### config.mk
export PLATFORM = sky130hd
export DESIGN_NAME = tristate_bus_arbiter
export DESIGN_NICKNAME = d
export VERILOG_FILES = /design/src/rtl/tristate_bus_arbiter.sv
export SDC_FILE = /design/constraint.sdc
export NUM_CORES = 1
export LEC_CHECK = 0
export CAP_MARGIN = 20
export CORE_MARGIN = 2
export CORE_UTILIZATION = 45
export DETAILED_ROUTE_END_ITERATION = 6
export GPL_ROUTABILITY_DRIVEN = 0
export GPL_TIMING_DRIVEN = 0
export PLACE_DENSITY = 0.79
export SYNTH_ARGS = -nofsm -noshare
export SYNTH_HDL_FRONTEND = slang
export SYNTH_SLANG_ARGS = --single-unit
### constraint.sdc
create_clock -name CLK -period 1.9 [get_ports CLK]
set_input_delay 0.38 -clock CLK [delete_from_list [all_inputs] [get_ports CLK]]
set_output_delay 0.38 -clock CLK [all_outputs]
set_load 0.01 [all_outputs]
### src/rtl/tristate_bus_arbiter.sv
// Round-robin owner select for a shared tristate bus.
// Drives complementary EN/EN_BAR pairs with enforced dead time between owners.
module tristate_bus_arbiter #(
  parameter int N       = 4,
  parameter int DEAD    = 2,
  parameter int MAXHOLD = 16
) (
  input  logic                 CLK,
  input  logic                 RN,
  input  logic [N-1:0]         REQ,
  output logic [N-1:0]         GNT,
  output logic [N-1:0]         EN,
  output logic [N-1:0]         EN_BAR,
  output logic [$clog2(N)-1:0] OWNER,
  output logic                 BUS_IDLE
);

  localparam int W = $clog2(N);

  typedef enum logic [1:0] {
    IDLE,
    DRIVE,
    TURN
  } state_t;

  state_t         state;
  state_t         state_nx;
  logic [W-1:0]   ptr;
  logic [W-1:0]   ptr_nx;
  logic [W-1:0]   owner_nx;
  logic [W-1:0]   win;
  logic [W-1:0]   idx;
  logic           found;
  logic [4:0]     hold;
  logic [4:0]     hold_nx;
  logic [3:0]     dead;
  logic [3:0]     dead_nx;
  logic [N-1:0]   en_nx;
  logic [N-1:0]   others;
  logic           lim;

  // First requester at or after ptr, wrapping.
  always_comb begin
    found = 1'b0;
    win   = ptr;
    idx   = '0;
    for (int i = 0; i < N; i++) begin
      idx = W'((int'(ptr) + i) % N);
      if (!found && REQ[idx]) begin
        win   = idx;
        found = 1'b1;
      end
    end
  end

  always_comb begin
    others        = REQ;
    others[OWNER] = 1'b0;
    lim = (MAXHOLD != 0) && (hold == 5'(MAXHOLD)) && (|others);
  end

  always_comb begin
    state_nx = state;
    ptr_nx   = ptr;
    owner_nx = OWNER;
    hold_nx  = hold;
    dead_nx  = dead;
    en_nx    = EN;
    unique case (state)
      IDLE: begin
        en_nx = '0;
        if (found) begin
          en_nx[win] = 1'b1;
          owner_nx   = win;
          hold_nx    = 5'd1;
          state_nx   = DRIVE;
        end
      end
      DRIVE: begin
        if (!REQ[OWNER] || lim) begin
          en_nx    = '0;
          ptr_nx   = (OWNER == W'(N - 1)) ? '0 : OWNER + 1'b1;
          dead_nx  = 4'd1;
          state_nx = TURN;
        end else if (hold != 5'(MAXHOLD) && hold != 5'd31) begin
          // Unlimited mode saturates at the counter top instead of wrapping.
          hold_nx = hold + 5'd1;
        end
      end
      TURN: begin
        en_nx = '0;
        if (dead == 4'(DEAD)) begin
          dead_nx  = '0;
          state_nx = IDLE;
          if (found) begin
            en_nx[win] = 1'b1;
            owner_nx   = win;
            hold_nx    = 5'd1;
            state_nx   = DRIVE;
          end
        end else begin
          dead_nx = dead + 4'd1;
        end
      end
      default: begin
        en_nx    = '0;
        state_nx = IDLE;
      end
    endcase
  end

  always_ff @(posedge CLK or negedge RN) begin
    if (!RN) begin
      state    <= IDLE;
      ptr      <= '0;
      OWNER    <= '0;
      hold     <= '0;
      dead     <= '0;
      EN       <= '0;
      EN_BAR   <= '1;
      BUS_IDLE <= 1'b1;
    end else begin
      state    <= state_nx;
      ptr      <= ptr_nx;
      OWNER    <= owner_nx;
      hold     <= hold_nx;
      dead     <= dead_nx;
      EN       <= en_nx;
      EN_BAR   <= ~en_nx;
      BUS_IDLE <= ~(|en_nx);
    end
  end

  assign GNT = EN;

endmodule
==> results of run 1 <==
## routing by layer
| metal | GRT usage, % | part of all wire (%) | up-vias |
|---|---|---|---|
| li1 | - | - | 572 |
| met1 | 24.0 | 40 | 591 |
| met2 | 39.8 | 54 | 27 |
| met3 | 2.60 | 2.1 | 15 |
| met4 | 9.52 | 3.8 | 0 |
| met5 | 0 | 0 | - |
## worst max-delay path: stages (launching register included)
cell,delay (ns)
dfrtp_2,0.47
inv_4,0.09
ha_1,0.14
nor2b_1,0.04
o41a_1,0.51
nor4b_4,0.32
buf_4,0.17
and2_4,0.15
a22o_1,0.12
## final timing paths
check	to	slack, ns
worst max-delay path	hold[1]	-0.16
worst min-delay path	dead[0]	0.26
worst max register to register	hold[1]	-0.16
worst min register to register	EN_BAR[2]	0.54
max in group asynchronous	BUS_IDLE	1.16
min in group CLK	EN_BAR[2]	0.54
## synthesized netlist by cell type (3+ instances only)
| library cell | number | share of area, % |
|---|---|---|
| nand2_1 | 10 | 2.6 |
| nor2_1 | 7 | 1.8 |
| o21ai_0 | 4 | 1.4 |
| nor3b_1 | 3 | 1.6 |
| a22o_1 | 6 | 3.7 |
| a22oi_1 | 3 | 1.6 |
| dfstp_2 | 5 | 9.2 |
| dfrtp_1 | 19 | 33 |
| ha_1 | 9 | 7.9 |
| inv_1 | 10 | 2.6 |
| nand3_1 | 5 | 1.8 |
| nand2b_1 | 3 | 1.3 |
| nor2b_1 | 3 | 1.3 |
| buf_4 | 5 | 2.6 |
| a21oi_1 | 7 | 2.5 |
| mux2i_1 | 4 | 2.8 |
## cells by family (layout without fill, tap and decap cells)
family                   after synthesis  count (layout)  share of synthesized area, %
flip-flops                            24              24                          42.7
AND/OR/NAND/NOR                       48              48                          21.0
buffers and inverters                 17              53                          5.81
adder cells (fa/ha/maj)                9               9                          7.92
AO/OA/AOI/OAI                         35              35                          17.4
multiplexers                           7               7                          5.19
## metrics by stage
| step | hold slack, ns | TNS [ns] | total power [W] |
|---|---|---|---|
| final | 0.260 | -1.55 | 0.00308 |
| after global routing | 0.254 | -3.58 | 0.00330 |
| after CTS | 0.531 | -0.956 | 0.00296 |
| after detailed placement | 0.523 | -11.67 | 0.00231 |
| after global placement | 0.504 | -10.90 | 0.00223 |
| after floorplan | 0.0844 | -0.374 | 0.00180 |
## flip-flops by register name, summed over array words and instances (netlist names)
name and count:
hold 5, state 2, OWNER 2, EN_BAR 4, dead 4, BUS_IDLE 1
ptr 2, EN 4
## report_power, final
group | internal [W] | switching, W
clock | 0.000214 | 0.000161
combinational | 0.000921 | 0.000798
sequential | 0.000740 | 0.000250
total | 0.00187 | 0.00121
## area by class of cell
type	instances	share of cell area [%]
clock inverters	1	1.53
repair buffers	33	16.0
plain buffers	6	2.30
inverters	10	2.04
well taps	44	2.81
multi-input cells	99	43.1
clock buffers	3	1.15
flip-flops and latches	24	31.1
## cell usage in the layout (no fill, tap or decap), types with 4 or more instances in the layout
cell              n
nand3_1           5
buf_4            15
dfstp_2           5
dlygate4sd2_1     5
dfrtp_1          17
inv_1             7
a22o_1            6
ha_1              7
nand2_1           8
a21oi_1           7
clkdlybuf4s50_1  15
mux2i_1           4
nor2_1            7
## repair_timing
action	in CTS	in global routing
buffers inserted	9	2
pin swaps	9	4
setup endpoints to repair	23	24
hold buffers	0	0
gates cloned	1	0
gates resized for setup	25	9
==> summary.txt, run 1 <==
Critical path
  • Crit. Startpoint: OWNER[1]
  • Worst setup path category: reg -> reg
  • R2R Path Start: OWNER[1]
  • Crit. End Element: register
  • Req. time, crit path: 2.17 ns
  • Nature of the critical path startpoint: register
  • Arr. time, crit path: approximately 2.3 ns
  • Path depth of the worst reg2reg path: 8
  • Critical path fanouts, max: 4

Layout
  • Nets: approximately 190
  • Fill count: 236
  • Synthesis-to-finish area growth: 37.6%
  • Finished Layout Cells: 220
  • # diodes: 0
  • Cell area after layout: approximately 2000 sq um
  • Multi-input gate area: between 800 and 900 sq um
  • FF+latch area: between 600 and 700 sq um
  • Proportion of layout cells with a drive suffix above 1: about a third
  • Core Util, Final: roughly 65%

Global routing
  • Initial antenna violation count: 0
  • GR Util All Layers: between 20% and 30%
  • First-pass GRT wire length: about 5.6 mm
  • Vias in the first global route: 1198
  • Overflow after GRT: 0
  • Maximum number of pins on one net before global-route repair: 25

Placed design
  • Placed Area: approximately 1700 sq um
  • Placed cell count: a little over 200
  • Port Buffers: 20
  • Dpl ws: -0.690 ns
  • Hpwl dp: approximately 2.2 mm

Logic synthesis
  • Post-Syn Area: about 1400 sq um
  • YS warnings: 0
  • Cells after Synth: 140
  • Top_reg_cell synth: dfrtp_1
  • Post-synth ARST share: between 90% and 100%
  • Post-synth EDFFs: 0
  • Mean Syn Cell Area: between 10 and 15 sq um
  • Synth unique cells: 43
  • Synthesized net count: between 150 and 200
  • Synthesis-stage register bit count: 24
  • Post-synthesis sequential area ratio: around 43%

Hold path
  • HP Class: in -> async

STA
  • Period utilization: 108%
  • Final WS setup: -0.161 ns
  • Final number of setup-violating endpoints: 21
  • Worst Skew: ~0.013 ns
  • Fin. max-slew vios: 0
  • Worst Max-Slew Pin Slew: between 0.7 and 0.8 ns
  • Max Fclk: 485 MHz
  • Final hold violations: 0
  • Final min period: roughly 2.1 ns
  • RSZ-0062 raised after global routing: true
  • Rel. slew slack: between 50% and 60%

Power and ir drop
  • Leakage dissipation: ~0.90 nW
  • Worst VDD drop: between 0.7 and 0.8 mV
  • Power per Cell Area: roughly 1600 nW/um^2

Clock network
  • Number of CTS-inserted buffers: 3
  • H-tree depth: 1
  • Clock Tree Buf Depth: 2
  • Root Driver: clkbuf_4
  • CTS tree: yes
  • Clock Pin Slew Worst Setup and Hold Paths: 0.13 ns
  • # clock sinks: 24
  • Clk Latency, worst-skew pair: about 0.33 ns

Drt
  • Initial detailed-routing violation count: 41
  • Vias: 1205
  • First-pass detailed-route iteration total: 4
  • Via density: 5.48
  • Routed len/inst: 16.3 um
  • Remaining DRCs: 0
  • DRT antenna net count: 0
  • WL final: 3.60 mm

Floorplanning
  • Die area: roughly 3600 sq um
  • Core area: between 3000 and 4000 sq um
  • Site Rows: 20
  • I/O pins: 21
  • Chip width: ~60 um
  • Vert. Die Dim: around 60 um
  • Initial Util: between 40% and 50%

Outcome
  • Outcome: finished with violations
  • Violated checks: setup timing

Flow run
  • Max-Cap Viols: 0
(Power assumes the default switching activity.)
==> run 2: changes to the inputs <==
Settings changed: HOLD_SLACK_MARGIN set to 0.02, PLACE_DENSITY 0.79 to 0.76.
Clock period 1.9 ns to 2.35 ns, I/O delays scaled along.
==> run 2 against run 1 <==
Compared with the run above:
- the run now ends clean
- die area stayed put
- first-iteration DRC count is 15% higher
- critical path depth is 1 lower
- global-route usage is 3.5 points lower
- wire length is 21% lower
- utilization is 6.0 points lower
- sequential share of layout area is 3.1 points higher
- combinational power is 36% lower
- non-clock buffer count is 10 lower
- clock skew is 0.0094 ns lower
- hold slack better by 0.15 ns
- setup slack better by 0.29 ns
- largest power group unchanged
- highest routed layer unchanged
==> summary.txt, run 2 (synthesized netlist as in run 1, its figures left out) <==
Outcome
  • Outcome: completed

Critical path
  • Max incr delay on CP: 0.53 ns (+0.02 ns)
  • Nature of the critical path startpoint: input port
  • Req. time, crit path: 2.57 ns (+0.40 ns)
  • Crit path buf inv count: 2 (unchanged)
  • Arr. time, crit path: 2.44 ns (+0.11 ns)
  • Crit. End Element: register
  • Worst setup path category: in -> reg
  • Slowest CP cell: clkdlybuf4s50_1
  • Critical path fanouts, max: 10 (+6)
  • Ordered cell list for the critical path: clkdlybuf4s50_1 > nor2b_4 > o41a_1 > a31oi_2 > buf_6 > nand2_1 > a22o_1
  • Top delay family on crit path: compound AO/OA/AOI/OAI gates

Power and ir drop
  • Power per Cell Area: 1210 nW/um^2 (-23%)
  • Worst VDD drop: 0.506 mV (-37%)
  • Tot Pwr: 0.00215 W (-30%)
  • Flop pwr share: 34.8% (+2.7 points)
  • Net Sw Frac: 37.7% (-1.5 points)
  • Clock network fraction of total power: 13.8% (+1.6 points)
  • Leakage dissipation: 0.819 nW (-9.2%)
  • Power Internal: 0.00134 W (-29%)
  • Combinational Power Share: 51.3% (-4.5 points)
  • Switching pwr: 0.000811 W (-33%)

Flow run
  • Max-Cap Viols: 0 (unchanged)

Drt
  • DRT antenna net count: 0 (unchanged)
  • Vias: 1107 (-8.1%)
  • Routed len/inst: 13.5 um (-18%)
  • Initial detailed-routing violation count: 47 (+15%)
  • First-pass detailed-route iteration total: 4 (unchanged)
  • WL final: 2.83 mm (-21%)
  • Remaining DRCs: 0 (unchanged)
  • Via density: 5.27 (-3.8%)

Clock network
  • Clock Tree Buf Depth: 2 (unchanged)
  • Number of CTS-inserted buffers: 3 (unchanged)
  • Clk Latency, worst-skew pair: 0.32 ns (about the same)
  • Clock Pin Slew Worst Setup and Hold Paths: 0.13 ns (about the same)
  • Root Driver: clkbuf_4
  • Hold-fix buffers at CTS: 0 (unchanged)
  • CTS tree: yes
  • # clock sinks: 24 (unchanged)
  • H-tree depth: 1 (unchanged)

STA
  • Hold slack: 0.412 ns (+0.152 ns)
  • Setup TNS: 0 ns (+1.55 ns)
  • Rel. slew slack: 51.9% (-0.51 points)
  • Final min period: roughly 2.2 ns
  • Final WS setup: 0.125 ns (+0.286 ns)
  • RSZ-0062 raised after global routing: false
  • Period utilization: between 90% and 100%
  • Final hold violations: 0 (unchanged)
  • Final number of setup-violating endpoints: 0 (-100%)
  • Worst Skew: 0.00320 ns (-0.00936 ns)
  • Worst Max-Slew Pin Slew: 0.713 ns (+0.000129 ns)
  • Max Fclk: 449 MHz
  • Fin. max-slew vios: 0 (unchanged)

Global routing
  • Maximum number of pins on one net before global-route repair: 25 (unchanged)
  • GR Util All Layers: 17.8% (-3.5 points)
  • Overflow after GRT: 0 (unchanged)
  • First-pass GRT wire length: 4.86 mm (-13%)
  • Initial antenna violation count: 0 (unchanged)
  • Vias in the first global route: 1082 (-9.7%)

Layout
  • FF+latch area: 608 sq um (-0.21%)
  • Largest Register: hold
  • Commonest non-fill, non-tap cell in the layout: clkdlybuf4s50_1
  • Multi-input gate area: 739 sq um (-12%)
  • Finished Layout Cells: 210 (-4.5%)
  • Commonest non-fill, non-tap cells in the layout: clkdlybuf4s50_1 (20), dfrtp_1 (18), nand2_1 (10), inv_1 (9), ha_1 (9)
  • Proportion of layout cells with a drive suffix above 1: 16.3% (-16 points)
  • Nets: 182 (-5.2%)
  • # diodes: 0 (unchanged)
  • Fill count: 270 (+14%)
  • Synthesis-to-finish area growth: 24.9%
  • Max FFs per register: 5 (unchanged)

Floorplanning
  • Core area: 3030 sq um (unchanged)
  • Vert. Die Dim: 60.2 um (unchanged)
  • Chip width: 60.2 um (unchanged)
  • Die area: 3630 sq um (unchanged)
  • Initial Util: 47.0% (unchanged)
  • I/O pins: 21 (unchanged)
  • Site Rows: 20 (unchanged)

Placed design
  • Dpl ws: -0.270 ns (+0.419 ns)
  • Hpwl dp: 2.16 mm (-3.3%)
  • Placed cell count: 204 (unchanged)
  • Port Buffers: 20 (unchanged)

Hold path
  • HP Class: in -> async
## run 2: cell types whose count changed in the layout (fill, tap and decap cells not counted), sizes merged
cell,change
clkdlybuf4s50,+5
buf,-10
dlygate4sd2,-5
## run 2: area by class of cell
type	instances	share of cell area, %
plain buffers	7	2.75
flip-flops and latches	24	34.2
multi-input cells	99	41.6
inverters	10	2.11
clock inverters	1	1.69
repair buffers	22	13.2
well taps	44	3.10
clock buffers	3	1.27
## run 2: path summary, 6_finish.rpt
check / start / end / slack [ns] / cells after the start
worst max register to register: OWNER[0] / hold[1] / 0.16 / 8
worst min-delay path: RN / dead[2] / 0.41 / 1
min in group CLK: EN[2] / EN_BAR[2] / 0.53 / 1
worst max-delay path: REQ[3] / hold[1] / 0.12 / 7
worst min register to register: EN[2] / EN_BAR[2] / 0.53 / 1
max in group asynchronous: RN / EN_BAR[1] / 1.45 / 2
## run 2: power by group through the flow
stage | Clock (W) | Combinational [W] | Sequential [W]
floorplan | 0 | 0.000674 | 0.000766
global placement | 0 | 0.00105 | 0.000744
detailed placement | 0 | 0.00109 | 0.000760
CTS | 0.000309 | 0.00109 | 0.000750
global route | 0.000321 | 0.00125 | 0.000776
finish | 0.000298 | 0.00110 | 0.000749
## run 2: stage by stage
stage | utilization (%) | instance area [sq um]
final | 58.7 | 1780
after detailed placement | 55.4 | 1680
after floorplan | - | 1420
after CTS | 57.1 | 1730
after global routing | 58.7 | 1780
after global placement | 55.4 | 1680
## run 2: metal layers
| layer | GRT usage [%] | routed length [um] |
|---|---|---|
| met2 | 30.1 | 1420 |
| met4 | 5.71 | 29 |
| met1 | 23.7 | 1300 |
| met5 | 0 | 0 |
| met3 | 1.95 | 78 |
## run 2: repair_timing
action                                  in CTS  in global routing
resized for setup                            0                  4
endpoints found under the setup margin       0                  7
buffers inserted                             0                  1
==> run 3: changes to the inputs <==
Settings changed: CORE_UTILIZATION 45 to 35, PLACE_DENSITY 0.76 to 0.64.
==> run 3 against run 2 <==
Compared with the run above:
- fmax fell by 1.0%
- highest routed layer unchanged
- cell area increased by 2.9%
- utilization decreased by 12 points
- sequential share of layout area is 0.96 points lower
- combinational power is essentially flat
- largest cell class unchanged
- setup slack got worse by 0.023 ns
- global-route usage is 3.6 points lower
- via count is 0.36% higher
==> summary.txt, run 3 (synthesized netlist as in run 1, its figures left out) <==
STA
  • Final WS setup: 0.102 ns (-0.0228 ns)
  • Worst Skew: 0.00161 ns (-0.00160 ns)
  • Hold slack: 0.523 ns (+0.111 ns)
  • Fin. max-slew vios: 0 (unchanged)
  • Final hold violations: 0 (unchanged)
  • Rel. slew slack: 50.1% (-1.8 points)
  • Final number of setup-violating endpoints: 0 (unchanged)
  • Max Fclk: 445 MHz (-1.0%)
  • Period utilization: 95.7% (+0.97 points)
  • Final min period: 2.25 ns (+0.0228 ns)
  • RSZ-0062 raised after global routing: false
  • Worst Max-Slew Pin Slew: 0.740 ns (+0.0268 ns)

Layout
  • Proportion of layout cells with a drive suffix above 1: 16.8% (+0.50 points)
  • Largest Register: hold
  • Cell area after layout: 1830 sq um (+2.9%)
  • # diodes: 0 (unchanged)
  • Commonest non-fill, non-tap cell in the layout: dfrtp_1
  • Fill count: 355 (+31%)
  • Finished Layout Cells: 217 (+3.3%)
  • Commonest non-fill, non-tap cells in the layout: dfrtp_1 (18), clkdlybuf4s50_1 (17), inv_1 (10), nand2_1 (10), ha_1 (9)
  • Max FFs per register: 5 (unchanged)
  • Nets: 183 (+0.55%)
  • Synthesis-to-finish area growth: 28.5%

Clock network
  • Clock Tree Buf Depth: 2 (unchanged)
  • H-tree depth: 1 (unchanged)
  • Clock Pin Slew Worst Setup and Hold Paths: 0.09 ns (-0.04 ns)
  • CTS tree: yes
  • Clk Latency, worst-skew pair: 0.27 ns (-0.05 ns)
  • Root Driver: clkbuf_8
  • Number of CTS-inserted buffers: 3 (unchanged)
  • # clock sinks: 24 (unchanged)

Power and ir drop
  • Worst VDD drop: 0.479 mV (-5.5%)
  • Switching pwr: 0.000846 W (+4.3%)
  • Flop pwr share: 33.5% (-1.3 points)
  • Combinational Power Share: 49.9% (-1.4 points)
  • Net Sw Frac: 37.6% (-0.12 points)
  • Clock network fraction of total power: 16.5% (+2.7 points)
  • Leakage dissipation: 0.861 nW (+5.1%)
  • Power per Cell Area: 1230 nW/um^2 (+1.7%)
  • Power Internal: 0.00140 W (+4.8%)

Floorplanning
  • Chip width: 67.8 um (+13%)
  • Site Rows: 23 (+15%)
  • Core area: 3940 sq um (+30%)
  • Initial Util: 36.1% (-11 points)
  • Vert. Die Dim: 67.8 um (+13%)
  • I/O pins: 21 (unchanged)
  • Die area: 4590 sq um (+27%)

Drt
  • Routed len/inst: 13.6 um (+1.3%)
  • Remaining DRCs: 0 (unchanged)
  • First-pass detailed-route iteration total: 4 (unchanged)
  • WL final: 2.96 mm (+4.6%)
  • Via density: 5.12 (-2.9%)
  • Initial detailed-routing violation count: 59 (+26%)
  • Vias: 1111 (+0.36%)
  • DRT antenna net count: 0 (unchanged)

Global routing
  • First-pass GRT wire length: 4.93 mm (+1.4%)
  • Vias in the first global route: 1063 (-1.8%)
  • Initial antenna violation count: 0 (unchanged)
  • Overflow after GRT: 0 (unchanged)
  • Maximum number of pins on one net before global-route repair: 16 (-36%)
  • GR Util All Layers: 14.2% (-3.6 points)

Placed design
  • Placed Area: 1710 sq um (+2.1%)
  • Port Buffers: 20 (unchanged)
  • Placed cell count: 211 (+3.4%)
  • Hpwl dp: 2.19 mm (+1.4%)
  • Dpl ws: -0.253 ns (+0.0175 ns)

Critical path
  • Req. time, crit path: 2.52 ns (-0.05 ns)
  • Critical path fanouts, max: 10 (unchanged)
  • Crit. End Element: register
  • Worst setup path category: in -> reg
  • Nature of the critical path startpoint: input port
  • Arr. time, crit path: 2.41 ns (-0.03 ns)

Hold path
  • HP Class: reg -> reg

Outcome
  • Outcome: completed

Flow run
  • Max-Cap Viols: 0 (unchanged)
-- run 3: final cells by class --
type                       instances  area, sq um  share of cell area [%]
buffer                             7         45.0                    2.46
clock buffer                       3         41.3                    2.26
clock inverter                     1         30.0                    1.64
inverter                          10         37.5                    2.05
multi-input combinational         99          753                    41.2
sequential                        24          608                    33.3
tap                               50         62.6                    3.42
timing repair buffer              23          250                    13.7
-- run 3: worst paths after layout --
path	start	to	slack (ns)	cells after the start
max	REQ[0]	hold[4]	0.10	7
min	EN[1]	EN_BAR[1]	0.52	1
max reg2reg	OWNER[0]	hold[4]	0.13	8
min reg2reg	EN[1]	EN_BAR[1]	0.52	1
max in group asynchronous	RN	EN_BAR[3]	1.23	2
min in group asynchronous	RN	hold[3]	0.56	1
-- run 3: power groups by stage --
stage          registers (W)  clock network, W  logic [W]
2_1_floorplan       0.000766                 0   0.000674
3_3_place_gp        0.000752                 0    0.00105
3_5_place_dp        0.000763                 0    0.00109
4_1_cts             0.000754          0.000379    0.00109
5_1_grt             0.000786          0.000395    0.00126
6_report            0.000755          0.000372    0.00112
-- run 3: repair_timing --
item | CTS | global route
endpoints found under the setup margin | 0 | 13
hold endpoints to repair | 0 | 0
resized for setup | 0 | 7
hold buffers | 0 | 0
buffers inserted | 0 | 2
-- run 3: critical path, cell delays in order --
cell and delay [ns]:
clkdlybuf4s50_1 0.55, nor2b_1 0.20, o41a_1 0.40, a31oi_4 0.25, buf_4 0.21, nand2_1 0.08
a22o_1 0.24
-- run 3: routing by layer --
| metal | vias to the layer above | GRT usage, % | share of wire, % | wire length [um] |
|---|---|---|---|---|
| li1 | 550 | - | - | - |
| met1 | 545 | 19.0 | 47 | 1400 |
| met2 | 14 | 23.4 | 49 | 1440 |
| met3 | 2 | 2.50 | 3.3 | 98 |
| met4 | 0 | 3.83 | 0.61 | 18 |
| met5 | - | 0 | 0 | 0 |
-- run 3: through the flow --
step / TNS (ns) / total power [W] / utilization, %
global route: 0 / 0.00244 / 46.4
detailed placement: -2.47 / 0.00185 / 43.4
CTS: 0 / 0.00222 / 45.3
finish: 0 / 0.00225 / 46.4
floorplan: 0 / 0.00144 / -
global placement: -1.86 / 0.00181 / 42.7
